## src/rtl/spi_display_rx_pkg.sv

```systemverilog
// Shared constants, FSM encoding and debug view for the SPI display receiver.
// Imported by the byte receiver, the top level and the testbench.
package spi_display_rx_pkg;

  localparam logic [7:0] CMD_CASET = 8'h2A;
  localparam logic [7:0] CMD_PASET = 8'h2B;
  localparam logic [7:0] CMD_RAMWR = 8'h2C;

  typedef enum logic [2:0] {
    ST_IDLE   = 3'd0,
    ST_CASET  = 3'd1,
    ST_PASET  = 3'd2,
    ST_RAMWR  = 3'd3,
    ST_IGNORE = 3'd4
  } state_t;

  typedef struct packed {
    state_t     state;
    logic [1:0] idx;
    logic [8:0] xs;
    logic [8:0] xe;
    logic [8:0] ys;
    logic [8:0] ye;
    logic [8:0] x;
    logic [8:0] y;
  } dbg_t;

  // Cursor step: wraps to the window start after the window end. The 9-bit add
  // also wraps through 0 when start > end.
  function automatic logic [8:0] step_coord(input logic [8:0] cur,
                                            input logic [8:0] lo,
                                            input logic [8:0] hi);
    return (cur == hi) ? lo : cur + 9'd1;
  endfunction

endpackage

```

## src/rtl/spi_display_rx_if.sv

```systemverilog
// SPI bus into the display receiver: serial clock, data, data/command select
// and active-low chip select. Every signal is asynchronous to the system clock.
interface spi_display_rx_if;
  logic sclk;
  logic mosi;
  logic dc;
  logic cs;

  modport master (output sclk, output mosi, output dc, output cs);
  modport slave  (input  sclk, input  mosi, input  dc, input  cs);
endinterface

```

## src/rtl/spi_display_rx_byte_rx.sv

```systemverilog
// SPI mode-0 byte deserializer: 2-flop synchronizers, rising-edge detection,
// MSB-first shift register, and an error pulse when chip select cuts a byte.
module spi_byte_rx
  import spi_display_rx_pkg::*;
(
  input  logic                    i_clk,
  input  logic                    i_rst,
  spi_display_rx_if.slave         spi,
  output logic                    o_byte_valid,
  output logic [7:0]              o_byte,
  output logic                    o_byte_dc,
  output logic                    o_frag_err
);

  logic       r_sclk_m, r_sclk_s, r_sclk_d;
  logic       r_mosi_m, r_mosi_s;
  logic       r_dc_m, r_dc_s;
  logic       r_cs_m, r_cs_s;
  logic [7:0] r_shift;
  logic [2:0] r_cnt;
  logic       w_rise;
  logic [7:0] w_shift_nxt;

  assign w_rise      = r_sclk_s & ~r_sclk_d;
  assign w_shift_nxt = {r_shift[6:0], r_mosi_s};

  always_ff @(posedge i_clk or posedge i_rst) begin
    if (i_rst) begin
      r_sclk_m     <= 1'b0;
      r_sclk_s     <= 1'b0;
      r_sclk_d     <= 1'b0;
      r_mosi_m     <= 1'b0;
      r_mosi_s     <= 1'b0;
      r_dc_m       <= 1'b0;
      r_dc_s       <= 1'b0;
      r_cs_m       <= 1'b1;
      r_cs_s       <= 1'b1;
      r_shift      <= 8'h00;
      r_cnt        <= 3'd0;
      o_byte_valid <= 1'b0;
      o_byte       <= 8'h00;
      o_byte_dc    <= 1'b0;
      o_frag_err   <= 1'b0;
    end else begin
      r_sclk_m     <= spi.sclk;
      r_sclk_s     <= r_sclk_m;
      r_sclk_d     <= r_sclk_s;
      r_mosi_m     <= spi.mosi;
      r_mosi_s     <= r_mosi_m;
      r_dc_m       <= spi.dc;
      r_dc_s       <= r_dc_m;
      r_cs_m       <= spi.cs;
      r_cs_s       <= r_cs_m;
      o_byte_valid <= 1'b0;
      o_frag_err   <= 1'b0;
      // Deselect discards any partial byte; only a non-empty one is an error.
      if (r_cs_s) begin
        r_cnt      <= 3'd0;
        r_shift    <= 8'h00;
        o_frag_err <= (r_cnt != 3'd0);
      end else if (w_rise) begin
        r_shift <= w_shift_nxt;
        r_cnt   <= r_cnt + 3'd1;
        if (r_cnt == 3'd7) begin
          o_byte_valid <= 1'b1;
          o_byte       <= w_shift_nxt;
          o_byte_dc    <= r_dc_s;
        end
      end
    end
  end

endmodule

```

## src/rtl/spi_display_rx.sv

```systemverilog
// Display-controller front end: decodes CASET/PASET/RAMWR from the SPI byte
// stream and emits RGB565 pixels with their window cursor coordinates.
module spi_display_rx
  import spi_display_rx_pkg::*;
#(
  parameter int H_RES = 240,
  parameter int V_RES = 320
) (
  input  logic                    i_clk,
  input  logic                    i_rst,
  spi_display_rx_if.slave         spi,
  // o_cmd_valid / o_pix_valid are single-cycle pulses with no backpressure;
  // o_cmd and o_pix_* hold their value until the next pulse.
  output logic                    o_cmd_valid,
  output logic [7:0]              o_cmd,
  output logic                    o_pix_valid,
  output logic [8:0]              o_pix_x,
  output logic [8:0]              o_pix_y,
  output logic [15:0]             o_pix_color,
  output logic                    o_err,
  output dbg_t                    o_dbg
);

  localparam logic [9:0] H_LIM = 10'(H_RES);
  localparam logic [9:0] V_LIM = 10'(V_RES);

  logic       w_byte_valid, w_byte_dc, w_frag_err;
  logic [7:0] w_byte;
  state_t     r_state, w_state_nxt;
  logic [1:0] r_idx;
  logic [7:0] r_col_hi;
  logic [8:0] r_xs, r_xe, r_ys, r_ye, r_x, r_y;
  logic       w_is_cmd, w_is_data, w_pix_fire, w_pix_oor;
  logic [8:0] w_x_step, w_y_step;

  spi_byte_rx u_byte_rx (
    .i_clk        (i_clk),
    .i_rst        (i_rst),
    .spi          (spi),
    .o_byte_valid (w_byte_valid),
    .o_byte       (w_byte),
    .o_byte_dc    (w_byte_dc),
    .o_frag_err   (w_frag_err)
  );

  assign w_is_cmd  = w_byte_valid & ~w_byte_dc;
  assign w_is_data = w_byte_valid &  w_byte_dc;

  always_ff @(posedge i_clk or posedge i_rst) begin
    if (i_rst) r_state <= ST_IDLE;
    else       r_state <= w_state_nxt;
  end

  always_comb begin
    w_state_nxt = r_state;
    if (w_is_cmd) begin
      case (w_byte)
        CMD_CASET: w_state_nxt = ST_CASET;
        CMD_PASET: w_state_nxt = ST_PASET;
        CMD_RAMWR: w_state_nxt = ST_RAMWR;
        default:   w_state_nxt = ST_IGNORE;
      endcase
    end else if (w_is_data && (r_idx == 2'd3) &&
                 (r_state == ST_CASET || r_state == ST_PASET)) begin
      w_state_nxt = ST_IDLE;
    end
  end

  always_comb begin
    w_pix_fire = w_is_data && (r_state == ST_RAMWR) && r_idx[0];
    w_pix_oor  = ({1'b0, r_x} >= H_LIM) || ({1'b0, r_y} >= V_LIM);
    w_x_step   = step_coord(r_x, r_xs, r_xe);
    w_y_step   = (r_x == r_xe) ? step_coord(r_y, r_ys, r_ye) : r_y;
  end

  always_ff @(posedge i_clk or posedge i_rst) begin
    if (i_rst) begin
      r_idx       <= 2'd0;
      r_col_hi    <= 8'h00;
      r_xs        <= 9'd0;
      r_xe        <= 9'(H_RES - 1);
      r_ys        <= 9'd0;
      r_ye        <= 9'(V_RES - 1);
      r_x         <= 9'd0;
      r_y         <= 9'd0;
      o_cmd_valid <= 1'b0;
      o_cmd       <= 8'h00;
      o_pix_valid <= 1'b0;
      o_pix_x     <= 9'd0;
      o_pix_y     <= 9'd0;
      o_pix_color <= 16'h0000;
      o_err       <= 1'b0;
    end else begin
      o_cmd_valid <= w_is_cmd;
      o_pix_valid <= w_pix_fire;
      o_err       <= w_frag_err | (w_pix_fire & w_pix_oor);
      if (w_is_cmd) begin
        o_cmd <= w_byte;
        r_idx <= 2'd0;
        if (w_byte == CMD_RAMWR) begin
          r_x <= r_xs;
          r_y <= r_ys;
        end
      end else if (w_is_data) begin
        // Window bytes land immediately so a truncated sequence keeps them.
        case (r_state)
          ST_CASET: begin
            case (r_idx)
              2'd0:    r_xs[8]   <= w_byte[0];
              2'd1:    r_xs[7:0] <= w_byte;
              2'd2:    r_xe[8]   <= w_byte[0];
              default: r_xe[7:0] <= w_byte;
            endcase
            r_idx <= r_idx + 2'd1;
          end
          ST_PASET: begin
            case (r_idx)
              2'd0:    r_ys[8]   <= w_byte[0];
              2'd1:    r_ys[7:0] <= w_byte;
              2'd2:    r_ye[8]   <= w_byte[0];
              default: r_ye[7:0] <= w_byte;
            endcase
            r_idx <= r_idx + 2'd1;
          end
          ST_RAMWR: begin
            if (!r_idx[0]) begin
              r_col_hi <= w_byte;
              r_idx    <= 2'd1;
            end else begin
              o_pix_x     <= r_x;
              o_pix_y     <= r_y;
              o_pix_color <= {r_col_hi, w_byte};
              r_x         <= w_x_step;
              r_y         <= w_y_step;
              r_idx       <= 2'd0;
            end
          end
          default: ;
        endcase
      end
    end
  end

  assign o_dbg = '{state: r_state, idx: r_idx, xs: r_xs, xe: r_xe,
                   ys: r_ys, ye: r_ye, x: r_x, y: r_y};

endmodule
```

## src/flat_wrapper.sv

```systemverilog
// flat-port wrapper written by rule: the top's interface ports become plain ports
module spi_display_rx_flat import spi_display_rx_pkg::*;
#(
  parameter int H_RES = 240,
  parameter int V_RES = 320
)
  (i_clk, i_rst, o_cmd_valid, o_cmd, o_pix_valid, o_pix_x, o_pix_y, o_pix_color, o_err, o_dbg, spi_sclk, spi_mosi, spi_dc, spi_cs);
  spi_display_rx_if spi_i ();
  input  logic i_clk;
  input  logic i_rst;
  output logic o_cmd_valid;
  output logic [7:0] o_cmd;
  output logic o_pix_valid;
  output logic [8:0] o_pix_x;
  output logic [8:0] o_pix_y;
  output logic [15:0] o_pix_color;
  output logic o_err;
  output dbg_t o_dbg;
  input wire logic [$bits(spi_i.sclk)-1:0] spi_sclk;
  input wire logic [$bits(spi_i.mosi)-1:0] spi_mosi;
  input wire logic [$bits(spi_i.dc)-1:0] spi_dc;
  input wire logic [$bits(spi_i.cs)-1:0] spi_cs;
  assign spi_i.sclk = spi_sclk;
  assign spi_i.mosi = spi_mosi;
  assign spi_i.dc = spi_dc;
  assign spi_i.cs = spi_cs;
  spi_display_rx #(.H_RES(H_RES), .V_RES(V_RES)) u_core (.i_clk(i_clk), .i_rst(i_rst), .spi(spi_i), .o_cmd_valid(o_cmd_valid), .o_cmd(o_cmd), .o_pix_valid(o_pix_valid), .o_pix_x(o_pix_x), .o_pix_y(o_pix_y), .o_pix_color(o_pix_color), .o_err(o_err), .o_dbg(o_dbg));
endmodule
```

## config.mk

```make
export PLATFORM = sky130hd
export DESIGN_NAME = spi_display_rx_flat
export DESIGN_NICKNAME = d
export VERILOG_FILES = /design/src/rtl/spi_display_rx_pkg.sv /design/src/rtl/spi_display_rx_if.sv /design/src/rtl/spi_display_rx_byte_rx.sv /design/src/rtl/spi_display_rx.sv /design/src/flat_wrapper.sv
export SDC_FILE = /design/constraint.sdc
export NUM_CORES = 1
export LEC_CHECK = 0
export CORE_MARGIN = 2
export CORE_UTILIZATION = 43
export CTS_BUF_LIST = sky130_fd_sc_hd__clkbuf_2
export DETAILED_ROUTE_END_ITERATION = 10
export PLACE_DENSITY = 0.71
export SYNTH_ARGS = -nofsm -noshare
export SYNTH_HDL_FRONTEND = slang
export SYNTH_SLANG_ARGS = --single-unit
```

## constraint.sdc

```tcl
create_clock -name i_clk -period 7 [get_ports i_clk]
set_input_delay 1.4 -clock i_clk [delete_from_list [all_inputs] [get_ports i_clk]]
set_output_delay 1.4 -clock i_clk [all_outputs]
set_load 0.02 [all_outputs]
```

==> out/metrics.yaml, run 1 <==
yosysWarnings: 0
crit_family: "buffers and inverters"
dieHeight_um: 125
cp_num_buf_inv: 1
synth_area_per_cell_um2: 11.7
clock_skew_ns: 0.0272
min_period_ns: 3.40
ys_ff_latch: 142
critPathSlowestCell: "clkdlybuf4s50_1"
initial_core_util_pct: 43.5
synthesis.area_um2: 6260
rr_worst_depth: 6
grt_usage_pct: 20.0
hp-start: "u_core.u_byte_rx.r_sclk_m"
cp_max_fo: 8
die_w_um: 125
cts.sinks: 142
final_common_cell: "dfrtp_1"
cellPowerDensity_nw_per_um2: 160
hold_ws_ns: 0.373
regArea_um2: 3570
drtIter0Drc: 309
worstMarginPinSlew_ns: 0.928
maxCapViolations: 0
rr_startpoint: "u_core.u_byte_rx.o_byte_dc"
fmax_mhz: 294
coreArea_um2: 14400
gr-total-overflow: 0
cts_tree: "done"
cts_max_path_buffers: 2
drt_pass1_iterations: 5
worstPathArrival_ns: 2.00
io_pins: 110
cp-end-kind: "primary output"
maxSlewViolCount: 0
min_path_cells: 0
h-tree-depth: 4
vias: 4400
syn-num-nets: 553
whs_endpoint: "u_core.u_byte_rx.r_sclk_s"
finalSetupViolations: 0
outcome: "finished clean"
wl_per_cell_um: 17.8
rows: 44
leakagePower_nw: 3.54
cts-root-buf: "clkbuf_2"
synth_flop_cell: "dfrtp_1"
dp_hpwl_mm: 10.2
cp-start-kind: "register"
area_growth_pct: 21.7
timing.final.crit_share_pct: 48.6
grt_max_degree: 76
place_congestion: 0.837
drc: 0
finalWirelength_mm: 14.9
die_area_um2: 15500
critPathMaxStageDelay_ns: 0.72
antenna_found_initial: 0
antenna_left: 0
grt_pass1_vias: 4469
cts_inserted_buffers: 17
synth-async-reset-ratio_pct: 100
via_per_inst: 5.27
cts_resized: 0
r2r-end: "u_core.r_y[2]"
yosysUniqueCellTypes: 49
synth_cells: 535
path_class: "reg2out"
layout-drive-gt1-share_pct: 19.5
synth-seq-area-share_pct: 57.1
cp.required_ns: 5.60
rsz0062_at_grt: "false"
cp_cell_sequence: "clkdlybuf4s50_1"
hold_path_class: "reg2reg"
synth_edf_count: 0
fillers: 1247
multi_input_area_um2: 2460
grt_pass1_wl_mm: 24.4
final_nets: 656
insertion_delay_ns: 0.71
reg2reg_slack_ns: 4.17
antenna_cells: 0
ir_drop_mv: 0.0841
hold_viol_final: 0
clkTransAtPathRegs_ns: 0.19
fin_tns_setup_ns: 0
cts_hold_buf: 0
relSlewSlack_pct: 37.9
final_cell_mix: "dfrtp_1 (126), clkdlybuf4s50_1 (109), nand2_1 (106)"
post-cts-setup-buffers: 0
port_buffers: 109
-- power breakdown --
part | total [mW] | internal (mW) | switching [mW]
clock network | 0.361 | 0.0868 | 0.274
registers | 0.830 | 0.827 | 0.00334
logic | 0.0257 | 0.00571 | 0.0200
-- synthesized netlist by cell type (2+ instances only) --
| master | n | share of area [%] |
|---|---|---|
| and3_1 | 6 | 0.60 |
| buf_2 | 11 | 0.88 |
| or4_1 | 3 | 0.36 |
| xnor2_1 | 19 | 2.7 |
| nor2_1 | 3 | 0.18 |
| nor3_1 | 3 | 0.24 |
| mux2_2 | 66 | 12 |
| o31ai_1 | 4 | 0.48 |
| nand3_1 | 17 | 1.4 |
| nand2b_1 | 2 | 0.20 |
| a21oi_1 | 14 | 1.1 |
| dfstp_2 | 16 | 6.7 |
| o211a_1 | 3 | 0.48 |
| o21ai_0 | 25 | 2.0 |
| ha_1 | 12 | 2.4 |
| nand4_1 | 9 | 0.90 |
| inv_1 | 18 | 1.1 |
| and3b_1 | 2 | 0.28 |
| nor3b_2 | 2 | 0.40 |
| buf_4 | 4 | 0.48 |
| a21boi_0 | 2 | 0.24 |
| o211ai_1 | 6 | 0.72 |
| dfrtp_1 | 126 | 50 |
| o22a_1 | 2 | 0.28 |
| buf_6 | 3 | 0.54 |
| and2_1 | 2 | 0.20 |
| nand2_1 | 106 | 6.4 |
| mux2i_1 | 10 | 1.6 |
| nor2b_1 | 2 | 0.20 |
| a22oi_1 | 6 | 0.72 |
| clkbuf_1 | 11 | 0.66 |
| a2bb2oi_1 | 3 | 0.42 |
-- per-stage QoR --
step	cells	setup WS (ns)	instance area [um2]	utilization, %	total power [mW]
after floorplan	535	1.82	6260	-	0.860
after global placement	803	3.71	7460	51.9	0.870
after detailed placement	803	3.66	7460	51.9	0.871
after CTS	835	3.55	7610	53.0	1.23
after global routing	835	3.49	7610	53.0	1.27
final	835	3.60	7610	53.0	1.22
-- flip-flops by register name, indices dropped and copies added (netlist names), 9 cells and up --
register and count:
u_core.r_y 9, u_core.r_x 9, u_core.o_pix_y 9, u_core.o_pix_color 16, u_core.r_ys 9, u_core.r_xe 9, u_core.o_pix_x 9, u_core.r_xs 9
u_core.r_ye 9
-- worst max path at each step --
stage                    start                end  depth (start not counted)
6_report       u_core.r_idx[0]          o_dbg[54]                          1
3_5_place_dp             i_rst  u_core.o_pix_y[0]                          3
3_3_place_gp             i_rst  u_core.o_pix_y[0]                          3
2_1_floorplan            i_rst    u_core.o_cmd[0]                          1
5_1_grt        u_core.r_idx[0]          o_dbg[54]                          1
4_1_cts        u_core.r_idx[0]          o_dbg[54]                          1
-- final cells by class --
class / instances / area share, %
tap: 184 / 3.02
inverter: 19 / 1.00
multi-input combinational: 345 / 32.3
sequential: 142 / 46.9
clock inverter: 12 / 0.723
clock buffer: 20 / 1.31
timing repair buffer: 113 / 14.7
-- logic make-up (layout without fill, tap and decap cells) --
family,count (synthesis),after routing,synth area share [%]
xor gates and xnor gates,21,21,3.06
buffers and inverters,48,164,3.70
adders and majority gates,12,12,2.40
DFF,142,142,57.1
muxes,76,76,13.5
and+or+nand+nor,165,165,12.7
AOI/OAI and AO/OA,71,71,7.58
-- metal layers --
| metal | wire, um | GRT usage [%] | share of wire (%) | vias to the layer above |
|---|---|---|---|---|
| met3 | 749 | 5.03 | 5.0 | 17 |
| met1 | 6570 | 26.0 | 44 | 2223 |
| li1 | - | - | - | 2046 |
| met5 | 0 | 0 | 0 | - |
| met4 | 176 | 6.41 | 1.2 | 0 |
| met2 | 7400 | 33.1 | 50 | 114 |
Power figures use the tool's default switching activity.
==> run 2: changes to the inputs <==
==> constraint.sdc (replaced) <==
create_clock -name i_clk -period 3.32 [get_ports i_clk]
set_input_delay 0.664 -clock i_clk [delete_from_list [all_inputs] [get_ports i_clk]]
set_output_delay 0.664 -clock i_clk [all_outputs]
set_load 0.02 [all_outputs]
==> out/metrics.yaml, run 2 (synthesized netlist as in run 1, its figures left out) <==
outcome: "finished clean"
reg2reg_slack_ns: 0.73
timing.final.crit_share_pct: 80.8
cellPowerDensity_nw_per_um2: 356
grt_usage_pct: 20.1
multi_input_area_um2: 2460
wl_per_cell_um: 18.0
dp_hpwl_mm: 10.8
leakagePower_nw: 3.57
met3_length_um: 851
insertion_delay_ns: 0.72
cts_resized: 0
antenna_left: 0
cp-start-kind: "register"
clkTransAtPathRegs_ns: 0.18
maxCapViolations: 0
fin_tns_setup_ns: 0
cts_max_path_buffers: 2
maxSlewViolCount: 0
finalSetupViolations: 0
crit_family: "buffers and inverters"
io_pins: 110
largest_reg_flops: 16
rr_startpoint: "u_core.u_byte_rx.o_byte_dc"
cp_max_fo: 9
setup_ws_ns: 0.637
whs_endpoint: "u_core.u_byte_rx.r_cs_s"
cts-root-buf: "clkbuf_2"
worstPathArrival_ns: 2.02
initial_core_util_pct: 43.5
met1_length_mm: 6.42
antenna_cells: 0
h-tree-depth: 4
cts_inserted_buffers: 17
regArea_um2: 3570
vias: 4479
r2r-end: "u_core.r_y[5]"
critPathSlowestCell: "clkdlybuf4s50_1"
min_period_ns: 2.68
hp-start: "u_core.u_byte_rx.r_cs_m"
port_buffers: 109
final_cell_mix: "dfrtp_1 (126), clkdlybuf4s50_1 (109), nand2_1 (106)"
rsz0062_at_grt: "false"
cts_tree: "done"
rows: 44
clock_skew_ns: 0.0313
via_per_inst: 5.35
hold_path_class: "reg2reg"
antenna_found_initial: 0
ir_drop_mv: 0.384
final_common_cell: "dfrtp_1"
drtIter0Drc: 410
gr-total-overflow: 0
utilization_pct: 53.8
grt_pass1_vias: 4489
grt_max_degree: 48
cts.sinks: 142
die_area_um2: 15500
wl_met2_mm: 7.38
place_congestion: 0.828
layout-drive-gt1-share_pct: 20.1
area_growth_pct: 23.5
finalWirelength_mm: 15.0
die_w_um: 125
coreArea_um2: 14400
drt_pass1_iterations: 5
worstMarginPinSlew_ns: 0.846
post-cts-setup-buffers: 0
pre_cts_ws_ns: 0.742
fillers: 1247
cp_num_buf_inv: 1
cp-end-kind: "primary output"
grt_pass1_wl_mm: 24.1
cp_cell_sequence: "clkdlybuf4s50_1"
drc: 0
design_power_total_mw: 2.75
relSlewSlack_pct: 43.6
critPathMaxStageDelay_ns: 0.73
final_nets: 658
top_layer_used: "met4"
cp.required_ns: 2.66
dieHeight_um: 125
regMostFlops: "u_core.o_pix_color"
fmax_mhz: 373
rr_worst_depth: 6
hold_viol_final: 0
cts_hold_buf: 0
path_class: "reg2out"
min_path_cells: 0
==> run 2: cell types whose count changed in the layout (fill, tap and decap cells not counted) <==
cell	delta
clkinv_2	-3
buf_12	+3
clkinv_1	-2
buf_4	-1
bufinv_16	+2
inv_6	-1
clkinv_4	+1
clkbuf_2	-1
clkinvlp_4	+4
==> run 2: how the worst max path moves through the flow <==
stage,start,cells after the start,slack (ns),to
final,u_core.r_state[0],1,0.64,o_dbg[56]
after global placement,u_core.u_byte_rx.o_byte_dc,6,0.88,u_core.r_y[6]
after CTS,u_core.r_state[0],1,0.57,o_dbg[56]
after detailed placement,u_core.u_byte_rx.o_byte_dc,6,0.74,u_core.r_y[2]
after global routing,u_core.r_state[0],1,0.49,o_dbg[56]
after floorplan,i_rst,1,0.89,u_core.o_cmd[0]
==> run 2: layout make-up <==
type | count | share of cell area, %
well taps | 184 | 2.98
inverters | 19 | 0.971
clock inverters | 13 | 1.60
repair buffers | 115 | 15.2
clock buffers | 19 | 1.23
multi-input cells | 345 | 31.8
flip-flops and latches | 142 | 46.2
==> run 2: where the power goes <==
group / switching, mW / total, mW / internal, mW
clock network: 0.604 / 0.943 / 0.339
registers: 0.00685 / 1.75 / 1.74
logic: 0.0433 / 0.0617 / 0.0184
total: 0.654 / 2.75 / 2.10
==> run 2: per-layer routing <==
layer,vias to the layer above,GRT usage (%)
met2,144,32.1
li1,2059,-
met5,-,0
met1,2248,25.0
met4,0,8.33
met3,28,6.79
==> run 2: through the flow <==
| stage | std cells | hold slack (ns) | area [um2] |
|---|---|---|---|
| after global placement | 805 | 0.337 | 7510 |
| after detailed placement | 805 | 0.339 | 7510 |
| after floorplan | 535 | 0.331 | 6260 |
| after global routing | 837 | 0.266 | 7730 |
| final | 837 | 0.362 | 7730 |
| after CTS | 837 | 0.293 | 7730 |
